<file path="src/rtl/seg7_scan_driver.sv">
// Time-multiplexed 7-segment driver: captures BCD digits on load and scans them
// onto one shared segment bus, with leading-zero blanking, blink and a frame tick.
module seg7_scan_driver #(
  parameter int NUM_DIGITS     = 3,
  parameter int SCAN_DIV       = 4,
  parameter int BLINK_DIV      = 2,
  parameter bit SEG_ACTIVE_LOW = 1'b0
) (
  input  logic                    clk,
  input  logic                    rst_n,
  input  logic [4*NUM_DIGITS-1:0] digits_in,
  input  logic                    load,
  input  logic                    blank_lz,
  input  logic                    blink_en,
  output logic [6:0]              seg_out,
  output logic [NUM_DIGITS-1:0]   dig_sel,
  output logic                    frame_tick
);

  localparam int SCAN_W  = (SCAN_DIV   > 1) ? $clog2(SCAN_DIV)   : 1;
  localparam int IDX_W   = (NUM_DIGITS > 1) ? $clog2(NUM_DIGITS) : 1;
  localparam int FRAME_W = (BLINK_DIV  > 1) ? $clog2(BLINK_DIV)  : 1;

  logic [4*NUM_DIGITS-1:0] shadow;
  logic [SCAN_W-1:0]       scan_cnt;
  logic [IDX_W-1:0]        dig_idx;
  logic [FRAME_W-1:0]      frame_cnt;
  logic                    blink_phase;
  logic                    first_sel;

  logic                    scan_wrap, dig_wrap, frame_wrap;
  logic [NUM_DIGITS-1:0]   zero_from;
  logic [3:0]              cur_nib;
  logic                    cur_blank;
  logic [6:0]              seg_nxt;
  logic [NUM_DIGITS-1:0]   sel_nxt;

  assign scan_wrap  = (scan_cnt  == SCAN_W'(SCAN_DIV - 1));
  assign dig_wrap   = (dig_idx   == IDX_W'(NUM_DIGITS - 1));
  assign frame_wrap = (frame_cnt == FRAME_W'(BLINK_DIV - 1));

  // zero_from[i]: every nibble at position i and above is zero
  always_comb begin
    zero_from = '1;
    for (int unsigned i = 0; i < NUM_DIGITS; i++) begin
      for (int unsigned j = i; j < NUM_DIGITS; j++) begin
        if (shadow[4*j +: 4] != 4'd0) zero_from[i] = 1'b0;
      end
    end
  end

  always_comb begin
    cur_nib   = '0;
    cur_blank = 1'b0;
    sel_nxt   = '0;
    for (int unsigned i = 0; i < NUM_DIGITS; i++) begin
      if (dig_idx == IDX_W'(i)) begin
        cur_nib    = shadow[4*i +: 4];
        cur_blank  = (i > 0) && blank_lz && zero_from[i];
        sel_nxt[i] = 1'b1;
      end
    end
    case (cur_nib)
      4'd0:    seg_nxt = 7'h3F;
      4'd1:    seg_nxt = 7'h06;
      4'd2:    seg_nxt = 7'h5B;
      4'd3:    seg_nxt = 7'h4F;
      4'd4:    seg_nxt = 7'h66;
      4'd5:    seg_nxt = 7'h6D;
      4'd6:    seg_nxt = 7'h7D;
      4'd7:    seg_nxt = 7'h07;
      4'd8:    seg_nxt = 7'h7F;
      4'd9:    seg_nxt = 7'h6F;
      default: seg_nxt = 7'h00;
    endcase
    if (cur_blank || (blink_en && !blink_phase)) seg_nxt = '0;
  end

  always_ff @(posedge clk) begin
    if (!rst_n) begin
      shadow      <= '0;
      scan_cnt    <= '0;
      dig_idx     <= '0;
      frame_cnt   <= '0;
      blink_phase <= 1'b1;
      first_sel   <= 1'b1;
      frame_tick  <= 1'b0;
      seg_out     <= {7{SEG_ACTIVE_LOW}};
      dig_sel     <= {NUM_DIGITS{SEG_ACTIVE_LOW}};
    end else begin
      if (load) shadow <= digits_in;
      scan_cnt <= scan_wrap ? '0 : scan_cnt + 1'b1;
      if (scan_wrap) begin
        dig_idx <= dig_wrap ? '0 : dig_idx + 1'b1;
        if (dig_wrap) begin
          frame_cnt <= frame_wrap ? '0 : frame_cnt + 1'b1;
          if (frame_wrap) blink_phase <= ~blink_phase;
        end
      end
      // Outputs reflect the pre-edge state; the selection at scan start is
      // the moment dig_sel lands on digit 0, except right after reset.
      first_sel  <= 1'b0;
      frame_tick <= !first_sel && (scan_cnt == '0) && (dig_idx == '0);
      seg_out    <= seg_nxt ^ {7{SEG_ACTIVE_LOW}};
      dig_sel    <= sel_nxt ^ {NUM_DIGITS{SEG_ACTIVE_LOW}};
    end
  end

endmodule

</file>
<file path="config.mk">
export PLATFORM = sky130hd
export DESIGN_NAME = seg7_scan_driver
export DESIGN_NICKNAME = d
export VERILOG_FILES = /design/src/rtl/seg7_scan_driver.sv
export SDC_FILE = /design/constraint.sdc
export NUM_CORES = 1
export LEC_CHECK = 0
export CAP_MARGIN = 20
export CORE_ASPECT_RATIO = 1.4
export CORE_MARGIN = 5
export CORE_UTILIZATION = 40
export DETAILED_ROUTE_END_ITERATION = 8
export PLACE_DENSITY = 0.7
export SETUP_SLACK_MARGIN = 0.3
export SYNTH_ARGS = -nofsm -noshare
export SYNTH_HDL_FRONTEND = slang
export SYNTH_SLANG_ARGS = --single-unit
</file>
<file path="constraint.sdc">
create_clock -name clk -period 5.3 [get_ports clk]
set_input_delay 1.325 -clock clk [delete_from_list [all_inputs] [get_ports clk]]
set_output_delay 1.325 -clock clk [all_outputs]
set_load 0.05 [all_outputs]
</file>
; Yosys cells after proc, flatten, opt, wreduce, memory -nomap -nowiden
; Memories as Yosys holds them, arrays and structs flattened. A register that Yosys moved wholly into a read port is not among the register bits.
; Index checks and enable logic that the tools add are counted.
[word_totals]
regBits = 23
latchBits = 0
ramBits = 0
rom_bits = 112
in_bits = 17
output_inout_bits = 11
word_cells = 47
n_memories = 1
[classes]
n_addsub = 3
mul = 0
div_mod_pow = 0
n_lt_le_gt_ge = 0
eq_ne = 3
n_shift = 0
muxes = 14
n_bitwise = 2
reduce_logical = 16
[mem_list]
columns = name, words, width, read_ports, rd_ports_with_merged_regs, write_ports, line
row1 = (no name shown), 16, 7, 1, 1, 0, 63  ; case (cur_nib)
[op_table]
columns = cell, count
row1 = 4-bit 2-to-1 mux, 3
row2 = 1-bit 2-to-1 mux, 10
row3 = 4-bit nonzero test, 2
row4 = 1-bit logical AND, 5
row5 = 2-bit by 1-bit adder with 2-bit output (second input constant), 2
row6 = 2-bit equality test (second input constant), 2
row7 = 2-bit logical NOT, 2
row8 = 2-bit OR reduction, 2
row9 = 3-bit AND reduction, 1
row10 = 2-bit by 1-bit equality test with 1-bit output (second input constant), 1
row11 = 1-bit logical NOT, 2
row12 = 2-bit 2-to-1 mux, 1
row13 = 1-bit inverter, 2
row14 = 2-bit AND reduction, 1
row15 = 1-bit adder (second input constant), 1
row16 = 1-bit logical OR, 1

; Longest topological paths before layout
[depth]
word_depth = 8
depth_mapped = 8
ltp_nobuf = 7

; Worst setup path after synthesis
; No wires, ideal clock.
[synth_path]
kind = input port to flip-flop
start = input port rst_n
end = register dig_idx[0]
setup_time_ns = 0.127
arrival_time_ns = 2.009
required_ns = 5.173
slack_ns = 3.164
stages = 4
path_buffers = 2
path_cell_list = inv_1 -> clkbuf_1 -> clkbuf_1 -> nor2_1
[synth_lines]
columns = element, line
row1 = from (decl), 10  ; input logic rst_n,
row2 = to (signal assigned), 94  ; dig_idx <= dig_wrap ? '0 : dig_idx + 1'b1;
row3 = to (decl), 26  ; logic [IDX_W-1:0] dig_idx;
; No word-level cell between the ends.

; Worst setup path in the final report
[layout_path]
start = input port rst_n
end = register seg_out[0]
[layout_via]
elab_chain_cells = 2
[layout_lines]
columns = element, line
row1 = 1-bit inverter (no line), n/a
row2 = 2-bit OR reduction (no line), n/a
row3 = to (decl), 15  ; output logic [6:0] seg_out,
; Every way passes these cells.
; A chain may end at the register's enable or synchronous reset.

==> results.py <==
metrics = {
    "die": {
        "io_pins": 28,
        "start_util": 0.4075,
        "fp-row-count": 25,
        "coreArea_um2": 3316,
        "dieHeight_um": 78.77,
        "die_area_um2": 4657,
        "die_x_um": 59.12,
    },
    "clock_tree": {
        "cts_tree": "yes",
        "cts_resized": 0,
        "clock-root-buffer": "clkbuf_8",
        "cts.clk_slew.worst_paths_ns": 0.06,
        "clk-insertion-delay-late_ns": 0.28,
        "cts_buffers": 5,
        "cts_setup_buffers": 0,
        "htree_levels": 2,
        "clock_path_buffers": 2,
        "cts_hold_buffers": 0,
        "clock_sinks": 30,
    },
    "synth": {
        "async_flop_share": 0,
        "synth_top_family_by_area": "multiplexers",
        "synth_simple_gate_area_frac": 0.1176,
        "synth_ff_type": "dfxtp_1",
        "ys_seq_area_frac": 0.4444,
        "ys_ff_latch": 30,
        "synth_compound_area_frac": 0.1315,
        "synthTopCellsByArea": "dfxtp_1, mux2i_1, ha_1",
        "synth.area.mux_share": 0.1546,
        "yosys.area_share.adder": 0.07407,
        "synth_top_area_share": 0.4444,
        "yosys_warnings": 0,
        "syn_nets": 156,
        "yosysTopAreaCell": "dfxtp_1",
        "synth_cell_types": 34,
        "synth.avg_cell_area_um2": 10.32,
        "synth_xor_area_frac": 0.01944,
        "synth-edff-count": 0,
        "syn_area_um2": 1351,
        "syn_inst": 131,
    },
    "timing": {
        "clock_skew_ns": 0.003939,
        "setup_tns_ns": 0,
        "period_minus_slack_ns": 2.767,
        "final-hold-violation-count": 0,
        "period_share": 0.5222,
        "slew_violations": 0,
        "fmax_mhz": 361.4,
        "max_slew_margin": 0.5214,
        "finalWorstSetupSlack_ns": 2.533,
        "worst_pin_slew_ns": 0.7165,
        "setup_viol": 0,
        "rsz0062_at_grt": "no",
    },
    "min_path": {
        "holdPathStages": 1,
        "min_path_type": "flip-flop to flip-flop",
    },
    "layout": {
        "finalNetCount": 184,
        "area_growth_pct": 28.52,
        "drive_gt1_frac": 0.1063,
        "n_antenna_cell": 0,
        "regArea_um2": 600.6,
        "fill_cells": 323,
        "multi_input_area_um2": 671.9,
        "mostFrequentLayoutCell": "dfxtp_1",
        "mostFrequentLayoutCells": "dfxtp_1, clkdlybuf4s50_1, mux2i_1, nor2_1, inv_1",
    },
    "drt": {
        "wl_per_cell_um": 13.74,
        "drt_iter0_drc": 26,
        "wl_um": 2748,
        "drc": 0,
        "drtPass1Iterations": 4,
        "via_per_inst": 5.015,
        "num_vias": 1003,
        "ant_nets": 0,
    },
    "placement": {
        "dp_hpwl_um": 2095,
        "gp_congestion": 0.7635,
        "place_ws_ns": 2.269,
        "portBuffers": 27,
    },
    "power_and_ir_drop": {
        "power_mw": 0.5773,
        "ir_drop_v": 0.0001818,
        "p_leak_nw": 0.7350,
        "power_density_nw_per_um2": 332.4,
    },
    "critical_path": {
        "critPathLaunchType": "primary input",
        "arrival_ns": 2.97,
        "criticalPathCategory": "primary input to flip-flop",
        "required_ns": 5.50,
        "reg2reg_depth": 7,
        "cp_max_fo": 21,
        "endpoint_kind": "flip-flop",
    },
    "global_route": {
        "grt_pass1_vias": 1002,
        "grt_usage": 0.1321,
        "grt_antenna_before_repair": 0,
        "gr-total-overflow": 0,
        "grt_pass1_wl_um": 4436,
        "grt_max_degree": 22,
    },
    "status": {
        "status": "finished, final reports clean",
    },
    "run": {
        "maxCapViolations": 0,
    },
}
## kinds of logic (layout without fill, tap and decap cells)
kind of cell | Yosys count | in the layout
XOR/XNOR | 3 | 3
AND/OR/NAND/NOR | 34 | 34
AO/OA/AOI/OAI | 21 | 21
multiplexers | 20 | 20
buffers and inverters | 15 | 44
adder cells (fa/ha/maj) | 8 | 8
flip-flops | 30 | 30
## final timing paths
path | startpoint | to | slack (ns)
hold reg to reg | scan_cnt[0] | scan_cnt[0] | 0.46
setup / recovery | rst_n | seg_out[0] | 2.53
setup reg to reg | dig_idx[1] | seg_out[0] | 2.91
hold / removal | scan_cnt[0] | scan_cnt[0] | 0.46
## per-layer routing
layer  vias up  GRT usage  part of all wire
met5         -          0                 0
li1        508          -                 -
met4         0    0.08844             0.030
met2        22     0.2356              0.54
met1       466     0.1200              0.39
met3         7    0.04715             0.035
## metrics by stage
stage	hold slack, ns	cells	cell area, um^2	util
after floorplan	0.4270	131	1351	-
after global placement	0.4383	192	1627	0.4906
after detailed placement	0.4544	192	1627	0.4906
after CTS	0.4634	200	1737	0.5238
after global routing	0.5027	200	1737	0.5238
final	0.4646	200	1737	0.5238
## flip-flops by register name, summed over array words and instances (netlist names)
register,flops
shadow,12
seg_out,7
dig_sel,3
dig_idx,2
scan_cnt,2
blink_phase,1
first_sel,1
frame_cnt,1
frame_tick,1
## final cells by class
| cell class | instances | share of cell area |
|---|---|---|
| repair buffers | 27 | 0.1556 |
| clock buffers | 8 | 0.06340 |
| well taps | 40 | 0.02882 |
| multi-input cells | 86 | 0.3869 |
| inverters | 9 | 0.01945 |
| flip-flops and latches | 30 | 0.3458 |
## critical path, cell delays in order
cell	delay [ns]
clkdlybuf4s50_1	0.51
inv_1	0.28
a21oi_1	0.39
o2111ai_2	0.24
o22ai_1	0.22
## Yosys cell counts, drive strengths merged, types with 2 or more instances
cell type / count
a2bb2oi: 3
buf: 3
nor3b: 2
ha: 8
nor3: 3
dfxtp: 30
inv: 9
clkbuf: 3
nor2: 16
xnor2: 2
nand2: 6
a21oi: 5
nand3: 2
mux2i: 19
o22ai: 6
o21ai: 2
## report_power, final
part	internal [mW]	leakage, nW	total [mW]	switching (mW)
registers	0.242	0.248	0.253	0.0105
logic	0.0485	0.429	0.112	0.0631
clock network	0.131	0.0575	0.213	0.0820
total	0.422	0.735	0.577	0.156
Power figures use the tool's default switching activity.
